--- config.mk ---
export PLATFORM = sky130hd
export DESIGN_NAME = glitch_pulse_gen
export DESIGN_NICKNAME = d
export VERILOG_FILES = /design/src/rtl/glitch_pulse_gen.sv
export SDC_FILE = /design/constraint.sdc
export NUM_CORES = 1
export LEC_CHECK = 0
export ABC_AREA = 1
export BUFFER_PORTS_ARGS = -buffer_cell sky130_fd_sc_hd__buf_2
export CELL_PAD_IN_SITES_DETAIL_PLACEMENT = 1
export CELL_PAD_IN_SITES_GLOBAL_PLACEMENT = 2
export CORE_MARGIN = 3
export CORE_UTILIZATION = 30
export DETAILED_ROUTE_END_ITERATION = 12
export GPL_ROUTABILITY_DRIVEN = 1
export PLACE_DENSITY = 0.88
export REMOVE_ABC_BUFFERS = 1
export SLEW_MARGIN = 0
export SYNTH_ARGS = -nofsm -noshare
export SYNTH_HDL_FRONTEND = slang
export SYNTH_SLANG_ARGS = --single-unit
export TNS_END_PERCENT = 20
--- constraint.sdc ---
create_clock -name clk -period 2.1 [get_ports clk]
set_input_delay 0.315 -clock clk [delete_from_list [all_inputs] [get_ports clk]]
set_output_delay 0.315 -clock clk [all_outputs]
set_load 0.005 [all_outputs]
--- src/rtl/glitch_pulse_gen.sv ---
// Trigger-to-glitch timing core: synchronizes the external trigger, waits a
// latched delay after the selected edge, then emits one pulse of latched width.
module glitch_pulse_gen #(
  parameter int DELAY_W     = 16,
  parameter int WIDTH_W     = 16,
  parameter int SYNC_STAGES = 2
) (
  input  logic               clk,
  input  logic               rst,
  input  logic               arm,
  input  logic               abort,
  input  logic               edge_sel,
  input  logic [DELAY_W-1:0] delay,
  input  logic [WIDTH_W-1:0] width,
  input  logic               trigger_in,
  output logic               glitch_out,
  output logic               armed,
  output logic               busy,
  output logic               done,
  output logic [7:0]         shot_count
);

  localparam int CNT_W = (DELAY_W > WIDTH_W) ? DELAY_W : WIDTH_W;

  typedef enum logic [1:0] {
    IDLE  = 2'd0,
    ARMED = 2'd1,
    DELAY = 2'd2,
    PULSE = 2'd3
  } state_e;

  state_e             state_q, state_d;
  logic [CNT_W-1:0]   cnt_q, cnt_d;
  logic [DELAY_W-1:0] delay_q, delay_d;
  logic [WIDTH_W-1:0] width_q, width_d;
  logic               edge_sel_q, edge_sel_d;
  logic               done_q, done_d;
  logic [7:0]         shot_q, shot_d;
  logic               glitch_q, armed_q, busy_q;

  logic [SYNC_STAGES-1:0] sync_q;
  logic                   prev_q;
  logic                   sync_last;
  logic                   edge_det;

  // prev_q is one extra copy of the last sync stage, used only for edge detection
  assign sync_last = sync_q[SYNC_STAGES-1];
  assign edge_det  = edge_sel_q ? (prev_q & ~sync_last) : (~prev_q & sync_last);

  always_comb begin
    state_d    = state_q;
    cnt_d      = cnt_q;
    delay_d    = delay_q;
    width_d    = width_q;
    edge_sel_d = edge_sel_q;
    done_d     = 1'b0;
    shot_d     = shot_q;
    if (abort) begin
      state_d = IDLE;
    end else begin
      case (state_q)
        IDLE: begin
          if (arm) begin
            state_d    = ARMED;
            delay_d    = delay;
            width_d    = width;
            edge_sel_d = edge_sel;
          end
        end
        ARMED: begin
          if (edge_det) begin
            if (delay_q != '0) begin
              state_d = DELAY;
              cnt_d   = CNT_W'(delay_q);
            end else if (width_q != '0) begin
              state_d = PULSE;
              cnt_d   = CNT_W'(width_q);
            end else begin
              state_d = IDLE;
              done_d  = 1'b1;
              shot_d  = shot_q + 8'd1;
            end
          end
        end
        DELAY: begin
          if (cnt_q == CNT_W'(1)) begin
            if (width_q != '0) begin
              state_d = PULSE;
              cnt_d   = CNT_W'(width_q);
            end else begin
              state_d = IDLE;
              done_d  = 1'b1;
              shot_d  = shot_q + 8'd1;
            end
          end else begin
            cnt_d = cnt_q - CNT_W'(1);
          end
        end
        PULSE: begin
          if (cnt_q == CNT_W'(1)) begin
            state_d = IDLE;
            done_d  = 1'b1;
            shot_d  = shot_q + 8'd1;
          end else begin
            cnt_d = cnt_q - CNT_W'(1);
          end
        end
        default: state_d = IDLE;
      endcase
    end
  end

  // Outputs are registered from the next state so the glitch pin is a clean flop
  always_ff @(posedge clk) begin
    if (rst) begin
      state_q    <= IDLE;
      cnt_q      <= '0;
      delay_q    <= '0;
      width_q    <= '0;
      edge_sel_q <= 1'b0;
      done_q     <= 1'b0;
      shot_q     <= 8'd0;
      glitch_q   <= 1'b0;
      armed_q    <= 1'b0;
      busy_q     <= 1'b0;
      sync_q     <= '0;
      prev_q     <= 1'b0;
    end else begin
      state_q    <= state_d;
      cnt_q      <= cnt_d;
      delay_q    <= delay_d;
      width_q    <= width_d;
      edge_sel_q <= edge_sel_d;
      done_q     <= done_d;
      shot_q     <= shot_d;
      glitch_q   <= (state_d == PULSE);
      armed_q    <= (state_d == ARMED);
      busy_q     <= (state_d != IDLE);
      sync_q     <= {sync_q[SYNC_STAGES-2:0], trigger_in};
      prev_q     <= sync_last;
    end
  end

  assign glitch_out = glitch_q;
  assign armed      = armed_q;
  assign busy       = busy_q;
  assign done       = done_q;
  assign shot_count = shot_q;

endmodule
== Word-level counts from Yosys, hierarchy flattened ==
Index checks and enable logic that the tools add are counted.

* Bits in latches: 0
* Memories: 0
* ROM bits: 0
* Bits in writable memories: 0
* Flip-flop bits (word level): 66

* Bitwise gates (word level): 5
* $add $sub $neg: 2
* Div/mod/pow operators: 0
* Order comparisons: 0
* Mux-type cells: 27
* Multiply operators: 0
* Equality and inequality tests: 11
* Shift-type cells: 0
* Reductions and logical operators: 9

{| class="wikitable"
|+ Operators with widths
! cell !! count
|-
| 16-bit 2-to-1 mux || 5
|-
| 16-bit case mux with 3 select lines || 1
|-
| 8-bit 2-to-1 mux || 5
|-
| 16-bit nonzero test || 2
|-
| 8-bit case mux with 3 select lines || 1
|-
| 16-bit by 1-bit == test with 1-bit output (second input constant) || 1
|-
| 16-bit by 1-bit subtractor with 16-bit output (second input constant) || 1
|-
| 2-bit 2-to-1 mux || 7
|-
| 2-bit inequality test (second input constant) || 5
|-
| 8-bit by 1-bit adder with 8-bit output (second input constant) || 1
|-
| 2-bit case mux with 4 select lines || 1
|-
| 2-bit == test (second input constant) || 3
|-
| 1-bit 2-to-1 mux || 6
|-
| 6-bit AND reduction || 1
|-
| 2-bit by 1-bit == test with 1-bit output (second input constant) || 2
|-
| 4-bit AND reduction || 1
|-
| 1-bit inverter || 3
|-
| 1-bit case mux with 3 select lines || 1
|-
| 3-bit AND reduction || 1
|-
| 3-bit nonzero test || 1
|-
| 1-bit bitwise AND || 2
|-
| 2-bit zero test || 1
|-
| 2-bit nonzero test || 1
|-
| 2-bit OR reduction || 1
|}

== Depth between registers and ports, before layout ==
* Depth after elaboration: 7
* Mapped depth: 13
* Gate-level depth less buffers: 12

== Worst setup path after synthesis ==
OpenSTA, ideal clock, no wires.

* Kind: reg2reg
* From: register cnt_q[0]
* To: register shot_q[0], in the netlist shot_count[0]
* Buffers on the path: 0
* Cell stages (with the launch flop): 11
* Arrival time: 1,385 ps
* Slack: 588 ps
* Required time: 1,972 ps
* Cells stage by stage: dfxtp_1 ha_1 nand2_1 nor2_1 nand2_2 nand2_2 nand2_1 nor2_4 nand2_1 o21ai_0 nor2_1

* Longest elaborated chain between the ends: 3
* Elaborated cells on any way between the ends: 4
* Those cells by class: eq/ne (3); reduce/logical (1)

{| class="wikitable"
|+ RTL lines
! what !! RTL line !! text
|-
| start: declaration || 33 || <nowiki>logic [CNT_W-1:0] cnt_q, cnt_d;</nowiki>
|-
| start signal: assignment || 130 || <nowiki>cnt_q <= cnt_d;</nowiki>
|-
| 16-bit by 1-bit == test with 1-bit output (*) || 86, 100 ||
|-
| 2-bit inequality test (no source line) || -- ||
|-
| 6-bit AND reduction (no source line) (*) || -- ||
|-
| end signal: assignment || 135 || <nowiki>shot_q <= shot_d;</nowiki>
|-
| end: declaration || 38 || <nowiki>logic [7:0] shot_q, shot_d;</nowiki>
|}

Every way passes the cells marked *; elsewhere a longest branch is shown, timed or not.
A chain may end at the register's enable or synchronous reset.

== Worst setup path in the final report ==
* From: register cnt_q[0]
* To: register cnt_q[4]

* Longest elaborated chain between the ends: 3
* Elaborated cells on any way between the ends: 7
* Those cells by class: add/sub (1); eq/ne (2); mux (3); reduce/logical (1)

{| class="wikitable"
|+ RTL lines
! what !! RTL line !! text
|-
| 16-bit by 1-bit subtractor with 16-bit output / 16-bit by 1-bit == test with 1-bit output (equally long branches) || -- ||
|-
| 16-bit 2-to-1 mux, or another cell as far along || 100 || <nowiki>if (cnt_q == CNT_W'(1)) begin</nowiki>
|-
| 16-bit case mux with 3 select lines / 4-bit AND reduction (equally long branches) || -- ||
|}

Several ways; a longest one is shown, not always the timed one. The select of a mux whose other input is x is not followed.

==> impl_metrics.yaml <==
clock_network:
  clock_latency_ns: 0.34
  cts_buffers: 9
  cts.hold.buffers_added: 0
  clk_path_buf_depth: 2
  clock_sinks: 66
  htreeDepth: 3
  cts_tree: "yes"
  cts_resized: 0
  cts_setup_buffers: 0
  path_clk_slew_ns: 0.05
  clock-root-buffer: "clkbuf_16"
die:
  die_height_um: 117
  start_util: 0.315
  die_x_um: 117
  io-pin-count: 50
  coreArea_um2: 11700
  die_area_um2: 13700
  placementRows: 39
setup_path:
  endpoint_kind: "flip-flop"
  crit_type: "reg2reg"
  reg2reg_to: "cnt_q[4]"
  rrSetupSlack_ns: 0.21
  cp_data_arrival_time_ns: 2.13
  rr_startpoint: "cnt_q[0]"
  worst_r2r_path_depth: 9
  required_ns: 2.34
  cp_max_fo: 13
  cp-start-kind: "flip-flop"
route:
  top_layer: "met4"
  wl_met1_um: 5520
  drc: 0
  num_vias: 3985
  antenna_left: 0
  drt_iter0_markers: 173
  viasPerCell: 4.91
  met2_length_um: 5790
  post_drt_wl_per_cell_um: 14.8
  drt-pass1-iter-count: 4
  wl_met3_um: 489
  wl_um: 12000
sta:
  post-route-min-period_ns: 1.89
  slew-limit-headroom: 0.726
  slew_viol_final: 0
  hold-worst-slack_ns: 0.175
  period_share: 0.902
  max_freq_mhz: 528
  rsz0062_at_grt: "no"
  fin_skew_ns: 0.00374
  setup_viol: 0
  hold_violations: 0
  worstMarginPinSlew_ns: 0.407
final_layout:
  drive_above_1_share: 0.157
  fin_cells: 811
  fin_util: 0.383
  area_growth_pct: 21.7
  layout_common_cells: "nand2_1, nor2_1, inv_1"
  nNetsFinal: 704
  layout_commonest_cell: "nand2_1"
  final_cell_area_um2: 4490
  antenna_cells: 0
yosys:
  synthCells: 598
  ys_ff_latch: 66
  ys_types: 24
  yosysSeqAreaShare: 0.358
  synth_edf_count: 0
  synthFlopType: "dfxtp_1"
  syn_avg_cell_area_um2: 6.17
  synth-async-reset-ratio: 0
  ys_warn_count: 0
  netlist_area_um2: 3690
grt:
  antenna_found_initial: 0
  track_usage: 0.187
  grt_pass1_vias: 4035
  grt_pass1_wl_um: 19900
  grt_max_degree: 27
  overflow: 0
worst_hold_path:
  hold_end: "sync_q[0]"
  hold_path_depth: 3
  holdCritPathClass: "in2reg"
  hold_start: "trigger_in"
placed_design:
  place_inst: 795
  io_buffers: 49
  dpl_cell_area_um2: 4200
  routabilityCongestion: 0.909
  hpwl_um: 9390
run_status:
  status: "finished clean"
power:
  ir_drop_v: 0.000511
  power.leakage_nw: 2.17
  powerDensity_nw_per_um2: 798
job:
  maxCapViolCount: 0
==> per-layer routing <==
layer,GRT usage,vias up
li1,-,2031
met1,0.232,1869
met2,0.318,71
met3,0.0478,14
met4,0.0604,0
met5,0,-
==> worst max-delay path by stage <==
stage,start,endpoint,slack (ns)
global placement,cnt_q[0],cnt_q[3],0.28
finish,cnt_q[0],cnt_q[4],0.21
global route,cnt_q[0],cnt_q[4],0.07
floorplan,state_q[1],delay_q[13],-0.11
detailed placement,cnt_q[0],cnt_q[7],0.21
CTS,cnt_q[0],cnt_q[7],0.20
==> synthesized netlist by cell type (2+ instances only) <==
library cell / number / area share
xor2_1: 7 / 0.017
o21ai_1: 2 / 0.0027
nand3_1: 60 / 0.081
inv_1: 78 / 0.079
nor2_1: 97 / 0.099
nand2_1: 123 / 0.13
o21ai_0: 52 / 0.071
nand4_1: 2 / 0.0034
buf_4: 2 / 0.0041
inv_2: 4 / 0.0041
xnor2_1: 2 / 0.0047
nor3_1: 3 / 0.0041
dfxtp_1: 66 / 0.36
a21oi_1: 62 / 0.084
ha_1: 3 / 0.010
clkbuf_1: 13 / 0.013
nand2_2: 7 / 0.012
nor2_4: 2 / 0.0061
nor2_2: 7 / 0.012
buf_2: 2 / 0.0027
==> layout make-up <==
cell class,instances,area (um^2)
repair buffers,71,410
well taps,143,179
inverters,83,312
multi-input cells,432,1980
clock buffers,14,274
flip-flops and latches,66,1320
clock inverters,2,10.0
fillers,1587,7220
==> power by group <==
group          switching (W)  internal [W]
sequential         0.0000563       0.00133
combinational       0.000494      0.000266
clock               0.000545      0.000892
==> registers in the layout (all words and copies together) (netlist names) <==
signal	count
shot_count	8
delay_q	16
busy	1
cnt_q	16
armed	1
glitch_out	1
width_q	16
edge_sel_q	1
done	1
state_q	2
sync_q	2
prev_q	1
==> logic make-up after synthesis <==
kind of cell | Yosys count | synth area share
adder cells (fa/ha/maj) | 3 | 0.0102
flip-flops | 66 | 0.358
AND/OR/NAND/NOR | 303 | 0.346
AO/OA/AOI/OAI | 117 | 0.159
XOR/XNOR | 9 | 0.0214
buffers and inverters | 100 | 0.104
==> through the flow <==
step           setup TNS, ns  total power, W  worst slack (ns)
6_report                   0         0.00358             0.207
4_1_cts                    0         0.00363             0.196
2_1_floorplan          -1.12         0.00188            -0.112
5_1_grt                    0         0.00380            0.0716
3_5_place_dp               0         0.00217             0.210
3_3_place_gp               0         0.00215             0.283
==> critical path, stage by stage, from the launching register on <==
cell and delay [ns]:
dfxtp_1 0.44, ha_1 0.23, nand2_1 0.07, nor2_1 0.20, nand3_1 0.18, nand2_2 0.29
buf_4 0.21, a21oi_1 0.07, nand2_1 0.08, inv_1 0.03
Power figures use the tool's default switching activity.
